### src/rtl/cla_pipelined_adder.sv
// -----------------------------------------------------------------------------
// cla_pipelined_adder
//
// Pipelined carry-lookahead adder/subtractor. The operands are cut into
// SEG_W-bit segments, and each segment is resolved in its own pipeline stage.
// Within a segment the adder uses two lookahead levels:
//   level 1: a 4-bit CLA group gives per-bit carries plus a group G/P.
//   level 2: lookahead over the group G/P gives each group's carry-in and
//            the segment carry-out.
// The segment carry-out is registered into the next stage. Because of this,
// one operation is accepted per clock. A valid/ready handshake on both sides
// allows downstream back-pressure.
//
// Parameters
//   WIDTH  operand/result width. Must be a multiple of SEG_W.
//   SEG_W  bits resolved per stage. Must be a multiple of 4.
//   NSEG   (derived) WIDTH/SEG_W = pipeline depth = latency in cycles.
//
// Ports
//   clk        rising-edge clock
//   reset      synchronous, active-high reset
//   in_valid   operand beat valid
//   in_ready   block can accept a beat this cycle
//   a, b       operands
//   sub        0: a+b+cin   1: a+~b+1 (cin ignored)
//   cin        carry-in for add mode
//   out_valid  result beat valid
//   out_ready  downstream accepts the result
//   sum        result (modulo 2^WIDTH)
//   cout       carry out of the MSB (in sub mode, 1 = no borrow)
//   ovf        signed overflow (carry into MSB xor carry out of MSB)
//   zero       sum == 0
// -----------------------------------------------------------------------------
module cla_pipelined_adder #(
  parameter int WIDTH = 32,
  parameter int SEG_W = 8
) (
  input  logic             clk,
  input  logic             reset,
  input  logic             in_valid,
  output logic             in_ready,
  input  logic [WIDTH-1:0] a,
  input  logic [WIDTH-1:0] b,
  input  logic             sub,
  input  logic             cin,
  output logic             out_valid,
  input  logic             out_ready,
  output logic [WIDTH-1:0] sum,
  output logic             cout,
  output logic             ovf,
  output logic             zero
);

  localparam int NSEG = WIDTH / SEG_W;
  localparam int NGRP = SEG_W / 4;

  // The whole pipeline moves in lockstep. It only holds when a result is
  // sitting at the output and downstream refuses it.
  logic advance;

  // Operand stages 0..NSEG-1. Stage k still has to resolve segment k.
  // Segments below k in s_reg are finished result bits. Segments above k in
  // a_reg/b_reg are the skewed operands that are still waiting.
  logic [NSEG-1:0]  valid_reg;
  logic [WIDTH-1:0] a_reg     [NSEG];
  logic [WIDTH-1:0] b_reg     [NSEG];
  logic [WIDTH-1:0] s_reg     [NSEG];
  logic [NSEG-1:0]  carry_reg;

  // Combinational results of the segment that each stage resolves.
  logic [NSEG-1:0][WIDTH-1:0] s_next;
  logic [NSEG-1:0]            seg_cout;
  logic [NSEG-1:0]            seg_cmsb;

  // Output stage.
  logic             out_valid_reg;
  logic [WIDTH-1:0] sum_reg;
  logic             cout_reg;
  logic             ovf_reg;
  logic             zero_reg;

  assign advance  = !out_valid_reg || out_ready;
  assign in_ready = advance && !reset;

  assign out_valid = out_valid_reg;
  assign sum       = sum_reg;
  assign cout      = cout_reg;
  assign ovf       = ovf_reg;
  assign zero      = zero_reg;

  // ---------------------------------------------------------------------------
  // Segment adders: stage gi resolves bits [gi*SEG_W +: SEG_W].
  // ---------------------------------------------------------------------------
  generate
    for (genvar gi = 0; gi < NSEG; gi++) begin : g_seg
      logic [SEG_W-1:0] op_a;
      logic [SEG_W-1:0] op_b;
      logic [SEG_W-1:0] g;
      logic [SEG_W-1:0] p;
      logic [SEG_W-1:0] bit_c;
      logic [SEG_W-1:0] sum_seg;
      logic [NGRP-1:0]  grp_g;
      logic [NGRP-1:0]  grp_p;
      logic [NGRP:0]    grp_c;
      logic [WIDTH-1:0] s_ins;

      assign op_a = a_reg[gi][gi*SEG_W +: SEG_W];
      assign op_b = b_reg[gi][gi*SEG_W +: SEG_W];
      assign g    = op_a & op_b;
      assign p    = op_a ^ op_b;

      // First level: 4-bit CLA groups. The in-group carries come from the
      // group's carry-in, which the second level supplies.
      for (genvar gj = 0; gj < NGRP; gj++) begin : g_grp
        localparam int B = 4 * gj;

        assign grp_g[gj] = g[B+3]
                         | (p[B+3] & g[B+2])
                         | (p[B+3] & p[B+2] & g[B+1])
                         | (p[B+3] & p[B+2] & p[B+1] & g[B]);
        assign grp_p[gj] = &p[B +: 4];

        assign bit_c[B]   = grp_c[gj];
        assign bit_c[B+1] = g[B] | (p[B] & grp_c[gj]);
        assign bit_c[B+2] = g[B+1]
                          | (p[B+1] & g[B])
                          | (p[B+1] & p[B] & grp_c[gj]);
        assign bit_c[B+3] = g[B+2]
                          | (p[B+2] & g[B+1])
                          | (p[B+2] & p[B+1] & g[B])
                          | (p[B+2] & p[B+1] & p[B] & grp_c[gj]);
      end

      // Second level: flattened lookahead over the groups. The carry into
      // group j+1 is the OR over i<=j of G[i] & P[i+1..j], plus
      // P[0..j] & carry_in. The carry does not ripple from group to group.
      always_comb begin : second_level
        logic acc;
        logic prod;
        grp_c    = '0;
        grp_c[0] = carry_reg[gi];
        for (int j = 0; j < NGRP; j++) begin
          acc  = 1'b0;
          prod = 1'b1;
          for (int i = j; i >= 0; i--) begin
            acc  = acc | (prod & grp_g[i]);
            prod = prod & grp_p[i];
          end
          grp_c[j+1] = acc | (prod & carry_reg[gi]);
        end
      end

      assign sum_seg = p ^ bit_c;

      // Copy the partial result and drop in the newly resolved segment.
      always_comb begin
        s_ins                       = s_reg[gi];
        s_ins[gi*SEG_W +: SEG_W]    = sum_seg;
      end

      assign s_next[gi]   = s_ins;
      assign seg_cout[gi] = grp_c[NGRP];
      // Carry into the top bit of this segment. For the last segment, this is
      // the carry into bit WIDTH-1 that the overflow flag needs.
      assign seg_cmsb[gi] = bit_c[SEG_W-1];
    end
  endgenerate

  // ---------------------------------------------------------------------------
  // Pipeline registers. Data registers load only behind a valid beat. As a
  // result, bubbles leave the held values alone and the outputs keep their
  // last result while out_valid is low.
  // ---------------------------------------------------------------------------
  always_ff @(posedge clk) begin
    if (reset) begin
      valid_reg     <= '0;
      carry_reg     <= '0;
      out_valid_reg <= 1'b0;
      sum_reg       <= '0;
      cout_reg      <= 1'b0;
      ovf_reg       <= 1'b0;
      zero_reg      <= 1'b0;
      for (int k = 0; k < NSEG; k++) begin
        a_reg[k] <= '0;
        b_reg[k] <= '0;
        s_reg[k] <= '0;
      end
    end else if (advance) begin
      // Stage 0: subtraction is a + ~b + 1, so the inverted b and the forced
      // carry are captured here. Later stages then only ever add.
      valid_reg[0] <= in_valid;
      if (in_valid) begin
        a_reg[0]     <= a;
        b_reg[0]     <= sub ? ~b : b;
        s_reg[0]     <= '0;
        carry_reg[0] <= sub | cin;
      end

      for (int k = 1; k < NSEG; k++) begin
        valid_reg[k] <= valid_reg[k-1];
        if (valid_reg[k-1]) begin
          a_reg[k]     <= a_reg[k-1];
          b_reg[k]     <= b_reg[k-1];
          s_reg[k]     <= s_next[k-1];
          carry_reg[k] <= seg_cout[k-1];
        end
      end

      out_valid_reg <= valid_reg[NSEG-1];
      if (valid_reg[NSEG-1]) begin
        sum_reg  <= s_next[NSEG-1];
        cout_reg <= seg_cout[NSEG-1];
        ovf_reg  <= seg_cmsb[NSEG-1] ^ seg_cout[NSEG-1];
        zero_reg <= ~|s_next[NSEG-1];
      end
    end
  end

endmodule

### config.mk
export PLATFORM = sky130hd
export DESIGN_NAME = cla_pipelined_adder
export DESIGN_NICKNAME = d
export VERILOG_FILES = /design/src/rtl/cla_pipelined_adder.sv
export SDC_FILE = /design/constraint.sdc
export NUM_CORES = 1
export LEC_CHECK = 0
export ABC_AREA = 1
export CORE_MARGIN = 2
export CORE_UTILIZATION = 42
export DETAILED_ROUTE_END_ITERATION = 7
export HOLD_SLACK_MARGIN = 0.03
export MAX_ROUTING_LAYER = met4
export PLACE_DENSITY_LB_ADDON = 0.25
export SYNTH_ARGS = -nofsm -noshare
export SYNTH_HDL_FRONTEND = slang
export SYNTH_SLANG_ARGS = --single-unit
### constraint.sdc
create_clock -name clk -period 3.2 [get_ports clk]
set_clock_uncertainty 0.15 [all_clocks]
set_input_delay 0.64 -clock clk [delete_from_list [all_inputs] [get_ports clk]]
set_output_delay 0.64 -clock clk [all_outputs]
set_load 0.005 [all_outputs]
==> summary.txt, run 1 <==
Yosys
  – Avg Cell Area, Syn: 10.44 um^2
  – Post-synth top area share: 54.75%
  – Library cells used by synthesis: 37
  – Synth Cell Area: 11410 um^2
  – Cells after synthesis: 1093
  – Most frequent cell after synthesis: nor2_1
  – FFs w/ async S/R, synth: 0%
  – Area leader, netlist: edfxtp_1
  – EDFF count, synth: 208
  – Sequential area share after synthesis: 62.47%
  – Synth area leaders: edfxtp_1 (55%), nor2_1 (8.9%), dfxtp_1 (7.7%), inv_1 (7.0%), ha_1 (3.5%)
  – Mapped Nets: 1203
  – Warnings, synthesis: 0
  – Flop and latch count out of synthesis: 252
  – Primary FF master, synth: edfxtp_1
  – Synth top cells by count: nor2_1 (271), inv_1 (212), edfxtp_1 (208)

Critical path
  – Crit path depth: 6
  – Crit. End Element: output pin
  – CP Data Required Time: 2410 ps
  – CP delay by family, top: buffers and inverters
  – Arrival @ worst endpoint: 1940 ps
  – R2R setup slack: 700 ps
  – CP startpoint kind: primary input
  – Worst-path fanout max: 5
  – Cells on worst reg2reg path: 15
  – Cell repeated most along the worst path: clkdlybuf4s50_1
  – Crit path kind: primary input to output pin
  – Max incr delay on CP: 510 ps
  – CP max stage cell: clkdlybuf4s50_1
  – Crit-path cells: clkdlybuf4s50_1 > inv_1 > nand2_4 > inv_4 > nor2_2 > clkdlybuf4s50_1
  – Buf/Inv on CP: 4
  – FF-to-FF End: zero
  – RR Startpoint: b_reg[3][24]

Timing
  – RSZ-0062 raised after global routing: false
  – Period utilization: 85.45%
  – Relative slew slack: 40.23%
  – Hold WS: 327.6 ps
  – Final Max Tran Viols: 0
  – Tmin final: 2735 ps
  – Finish-stage setup viols: 0
  – Fin. Hold Viols: 0
  – Setup TNS: 0 ps
  – Slew @ Worst Pin: 896.6 ps
  – Fmax: 0.3657 GHz

Clock network
  – Max Root-Sink Buffers: 3
  – CTS tree: built
  – Clk sinks: 252
  – Resize count post-CTS: 0
  – Post-CTS Hold Fix Bufs: 0
  – Post-CTS Repair Setup Buffers: 0
  – Num CTS Buffers: 26
  – CTS H-tree depth: 1
  – Clock latency on the worst-skew pair: 520 ps
  – Clk slew on worst S/H paths: 60 ps
  – CTS root buf: clkbuf_16

Final layout
  – Diode count: 0
  – Syn-to-layout area delta: 20.31%
  – Final #Nets: 1320
  – Area of the multi-input gates: 3189 um^2
  – Post-Layout Cell Count: 1570
  – Fraction of layout cells with a size suffix above 1: 7.730%
  – Filler cell count: 2414
  – Sequential cell area: 7127 um^2

Hold path
  – Hold Crit Start: sum[25]
  – Hold Path Stages: 2
  – Worst Hold Path EP: sum[25]
  – Hold WC Path Type: register to register

GRT
  – Initial antenna violation count: 0
  – First-pass GRT wire length: 31.29 mm
  – Global Route Usage Sum: 13.57%
  – GRT overflow: 0
  – Largest net degree at the start of global routing: 56
  – Vias in the first global route: 6613

Power
  – Worst ir drop on vdd: 363.7 uV
  – Power Density: 544.6 nW/um^2
  – LEAKAGE: 5.677 nW

Place
  – Final weighted congestion in routability-driven placement: 0.8231
  – DP HPWL: 13.14 mm
  – Dpl cells: 1523
  – IO buf count: 106

Die
  – Std-Cell Rows: 60
  – Die Area: 28500 um^2
  – Die X: 168.8 um
  – Die Y: 168.8 um
  – Core ar.: 26800 um^2
  – Io pins: 107
  – Initial Utilization: 42.57%

Detailed routing
  – DRT iter0 DRCs: 348
  – Met1 WL: 9.022 mm
  – Antenna-violating nets left: 0
  – Mean routed wirelength per cell: 11.61 um
  – DRT Wirelength: 18.23 mm
  – Drc violations: 0
  – Post-DR vias/cell: 4.316
  – Highest metal used: met4
  – Wire length on met3: 858 um
  – DR pass1 iterations: 5
  – Metal2 WL: 8.106 mm
  – DR vias: 6776

Run status
  – Status: completed

Job
  – # Max-Cap Violations: 0
-- stage by stage --
| step | area (um^2) | total power [mW] | util, % | setup slack (ps) |
|---|---|---|---|---|
| after floorplan | 11410 | 4.283 | - | 358.2 |
| after global placement | 12850 | 4.507 | 47.96 | 436.8 |
| after detailed placement | 12850 | 4.519 | 47.96 | 453.3 |
| after CTS | 13730 | 7.557 | 51.21 | 444.4 |
| after global routing | 13730 | 7.777 | 51.21 | 392.1 |
| final | 13730 | 7.475 | 51.21 | 465.5 |
-- tightest hold or removal path, cell delays in order, from the launching register on --
cell	delay [ps]
dfxtp_1	310
nand2_1	60
a21oi_1	60
-- cells by family after synthesis --
logic type               count (synthesis)  share of synthesized area (%)
XOR/XNOR                                40                          3.071
buffers and inverters                  253                          9.662
adder cells (fa/ha/maj)                 40                          4.913
AO/OA/AOI/OAI                           89                          4.409
AND/OR/NAND/NOR                        419                          15.47
flip-flops                             252                          62.47
-- where the power goes --
group	switching, mW	internal [mW]
combinational	0.362	0.276
clock	1.19	1.84
sequential	0.0620	3.74
total	1.61	5.86
-- cell usage in the layout, fill, tap and decap left out, types with 2 or more instances in the layout --
cell,count
inv_1,212
nand3_1,28
xor2_1,4
o211ai_1,4
nand4_1,3
edfxtp_1,208
a21oi_1,22
fa_1,8
o21ai_0,39
buf_12,8
ha_1,32
nand2_2,6
clkdlybuf4s50_1,105
buf_4,10
inv_2,5
bufinv_16,4
a211oi_1,3
nor2_2,11
nor2_1,271
o21bai_1,6
o21ai_1,3
clkinv_1,7
xnor2_1,36
nor2_4,13
clkbuf_16,27
nand2_1,80
a41oi_1,3
and3_1,3
a31oi_1,6
dfxtp_1,44
clkinv_2,5
clkinvlp_4,2
nor3_1,2
-- worst max path at each step --
stage	from	to	slack (ps)
3_5_place_dp	out_ready	in_ready	450
4_1_cts	out_ready	in_ready	440
6_report	out_ready	in_ready	470
2_1_floorplan	reset	a_reg[0][0]	360
3_3_place_gp	out_ready	in_ready	440
5_1_grt	out_ready	in_ready	390
-- metal layers --
metal | vias up | global-route usage, %
met2 | 128 | 21.35
met5 | - | -
met4 | 0 | 3.111
met1 | 2939 | 18.54
met3 | 25 | 2.385
li1 | 3684 | -
-- area by class of cell --
| cell class | instances | share of cell area [%] |
|---|---|---|
| Clock inverter | 19 | 1.395 |
| Inverter | 218 | 5.980 |
| Timing Repair Buffer | 124 | 9.407 |
| Sequential cell | 252 | 51.92 |
| Multi-Input combinational cell | 588 | 23.24 |
| Tap cell | 341 | 3.108 |
| Clock buffer | 28 | 4.950 |
No activity file was read; power rests on OpenSTA's default activity.
==> run 2, diff against run 1 <==
--- a/config.mk
+++ b/config.mk
@@ -7,7 +7,8 @@
 export LEC_CHECK = 0
 export ABC_AREA = 1
 export CORE_MARGIN = 2
-export CORE_UTILIZATION = 42
+export CORE_UTILIZATION = 28
+export CTS_BUF_LIST = sky130_fd_sc_hd__clkbuf_16
 export DETAILED_ROUTE_END_ITERATION = 7
 export HOLD_SLACK_MARGIN = 0.03
 export MAX_ROUTING_LAYER = met4
==> summary.txt, run 2 (synthesis gave the netlist of run 1 again) <==
Run status
  – Status: completed

Timing
  – RSZ-0062 raised after global routing: false
  – Period utilization: 89.13%
  – Hold WS: 326.8 ps
  – Slew @ Worst Pin: 715.2 ps
  – Setup TNS: 0 ps
  – Relative slew slack: 52.27%
  – Tmin final: 2852 ps
  – Fin. Hold Viols: 0
  – Final Max Tran Viols: 0
  – Fmax: 0.3506 GHz
  – Finish-stage setup viols: 0

Critical path
  – CP max stage cell: clkdlybuf4s50_1
  – CP Data Required Time: 2410 ps
  – Cell repeated most along the worst path: clkdlybuf4s50_1
  – Crit-path cells: clkdlybuf4s50_1 > inv_1 > nand2_4 > inv_4 > nor2_2 > clkdlybuf4s50_1
  – Worst-path fanout max: 5
  – CP startpoint kind: primary input
  – Max incr delay on CP: 540 ps
  – Crit. End Element: output pin
  – Crit path kind: primary input to output pin
  – Arrival @ worst endpoint: 2060 ps

GRT
  – Vias in the first global route: 6894
  – GRT overflow: 0
  – First-pass GRT wire length: 34.27 mm
  – Initial antenna violation count: 0
  – Global Route Usage Sum: 10.19%
  – Largest net degree at the start of global routing: 67

Clock network
  – CTS tree: built
  – Post-CTS Repair Setup Buffers: 0
  – Post-CTS Hold Fix Bufs: 0
  – CTS H-tree depth: 1
  – Resize count post-CTS: 0
  – CTS root buf: clkbuf_16
  – Num CTS Buffers: 27
  – Max Root-Sink Buffers: 3
  – Clock latency on the worst-skew pair: 530 ps
  – Clk sinks: 252
  – Clk slew on worst S/H paths: 60 ps

Power
  – Power Density: 527.4 nW/um^2
  – Internal: 5.692 mW
  – LEAKAGE: 5.672 nW
  – Clock share of power: 39.1%
  – Seq pwr share: 52.1%
  – Switching power total: 1.610 mW
  – Combinational Power Share: 8.7%
  – Switching part of the total power: 22.05%
  – Worst ir drop on vdd: 296.6 uV

Final layout
  – Final #Nets: 1318
  – Fraction of layout cells with a size suffix above 1: 6.916%
  – Most common cell after layout, fill and taps aside: nor2_1
  – Diode count: 0
  – Util after Layout: 34.61%
  – Most frequent cells in the layout: nor2_1 (271), inv_1 (223), edfxtp_1 (208)
  – Syn-to-layout area delta: 21.38%

Detailed routing
  – Post-DR vias/cell: 3.933
  – DRT iter0 DRCs: 251
  – DR pass1 iterations: 4
  – DR vias: 6899
  – Drc violations: 0
  – Antenna-violating nets left: 0
  – Mean routed wirelength per cell: 11.68 um
  – DRT Wirelength: 20.49 mm

Die
  – Die X: 205.9 um
  – Die Y: 205.9 um
  – Die Area: 42370 um^2
  – Std-Cell Rows: 73
  – Io pins: 107
  – Initial Utilization: 28.52%
  – Core ar.: 40010 um^2

Place
  – Final weighted congestion in routability-driven placement: 0.7716
  – IO buf count: 106
  – DP HPWL: 15.01 mm

Hold path
  – Hold WC Path Type: register to register

Job
  – # Max-Cap Violations: 0
-- run 2: cell count changes in the layout (fill, tap and decap cells not counted), sizes merged --
cell / before / now
buf: 19 / 16
bufinv: 4 / 2
clkbuf: 28 / 27
clkinv: 12 / 9
clkinvlp: 3 / 0
inv: 218 / 230
-- run 2: power groups by stage --
stage | combinational, mW | clock, mW | sequential [mW]
6_report | 0.638 | 2.86 | 3.81
5_1_grt | 0.737 | 3.09 | 3.83
3_3_place_gp | 0.649 | 0 | 3.87
4_1_cts | 0.657 | 2.96 | 3.81
2_1_floorplan | 0.420 | 0 | 3.86
3_5_place_dp | 0.652 | 0 | 3.88
-- run 2: area by class of cell --
cell class	count	area [um^2]
fill	4097	26160
sequential	252	7127
multi-input combinational	588	3189
timing repair buffer	121	1231
inverter	218	820.8
clock buffer	27	675.6
tap	525	656.9
clock inverter	23	146.4
-- run 2: worst paths after layout --
check	slack (ps)	endpoint	depth (start not counted)	start
worst max-delay path	350	in_ready	6	out_ready
worst min-delay path	330	valid_reg[0]	2	valid_reg[0]
worst max register to register	680	zero	13	b_reg[3][24]
worst min register to register	330	valid_reg[0]	2	valid_reg[0]
-- run 2: metrics by stage --
stage,total power [mW],cells,setup slack [ps],instance area [um^2]
after detailed placement,4.531,1704,293.2,13030
after floorplan,4.283,1093,358.2,11410
after global routing,7.649,1754,275.2,13850
after global placement,4.522,1704,292.5,13030
final,7.302,1754,347.8,13850
after CTS,7.425,1754,280.0,13850
-- run 2: worst max-delay path: cells and delay by family --
family	cells	cell delay, ps
buffers and inverters	4	1140
AND/OR/NAND/NOR	2	280
-- run 2: metal layers --
layer  track usage (%)  share of wire (%)  routed length, um
met5                 -                  0                  0
met4             2.755                1.8                375
met3             1.608                5.2               1060
met2             15.21                 42               8697
met1             14.42                 51              10360
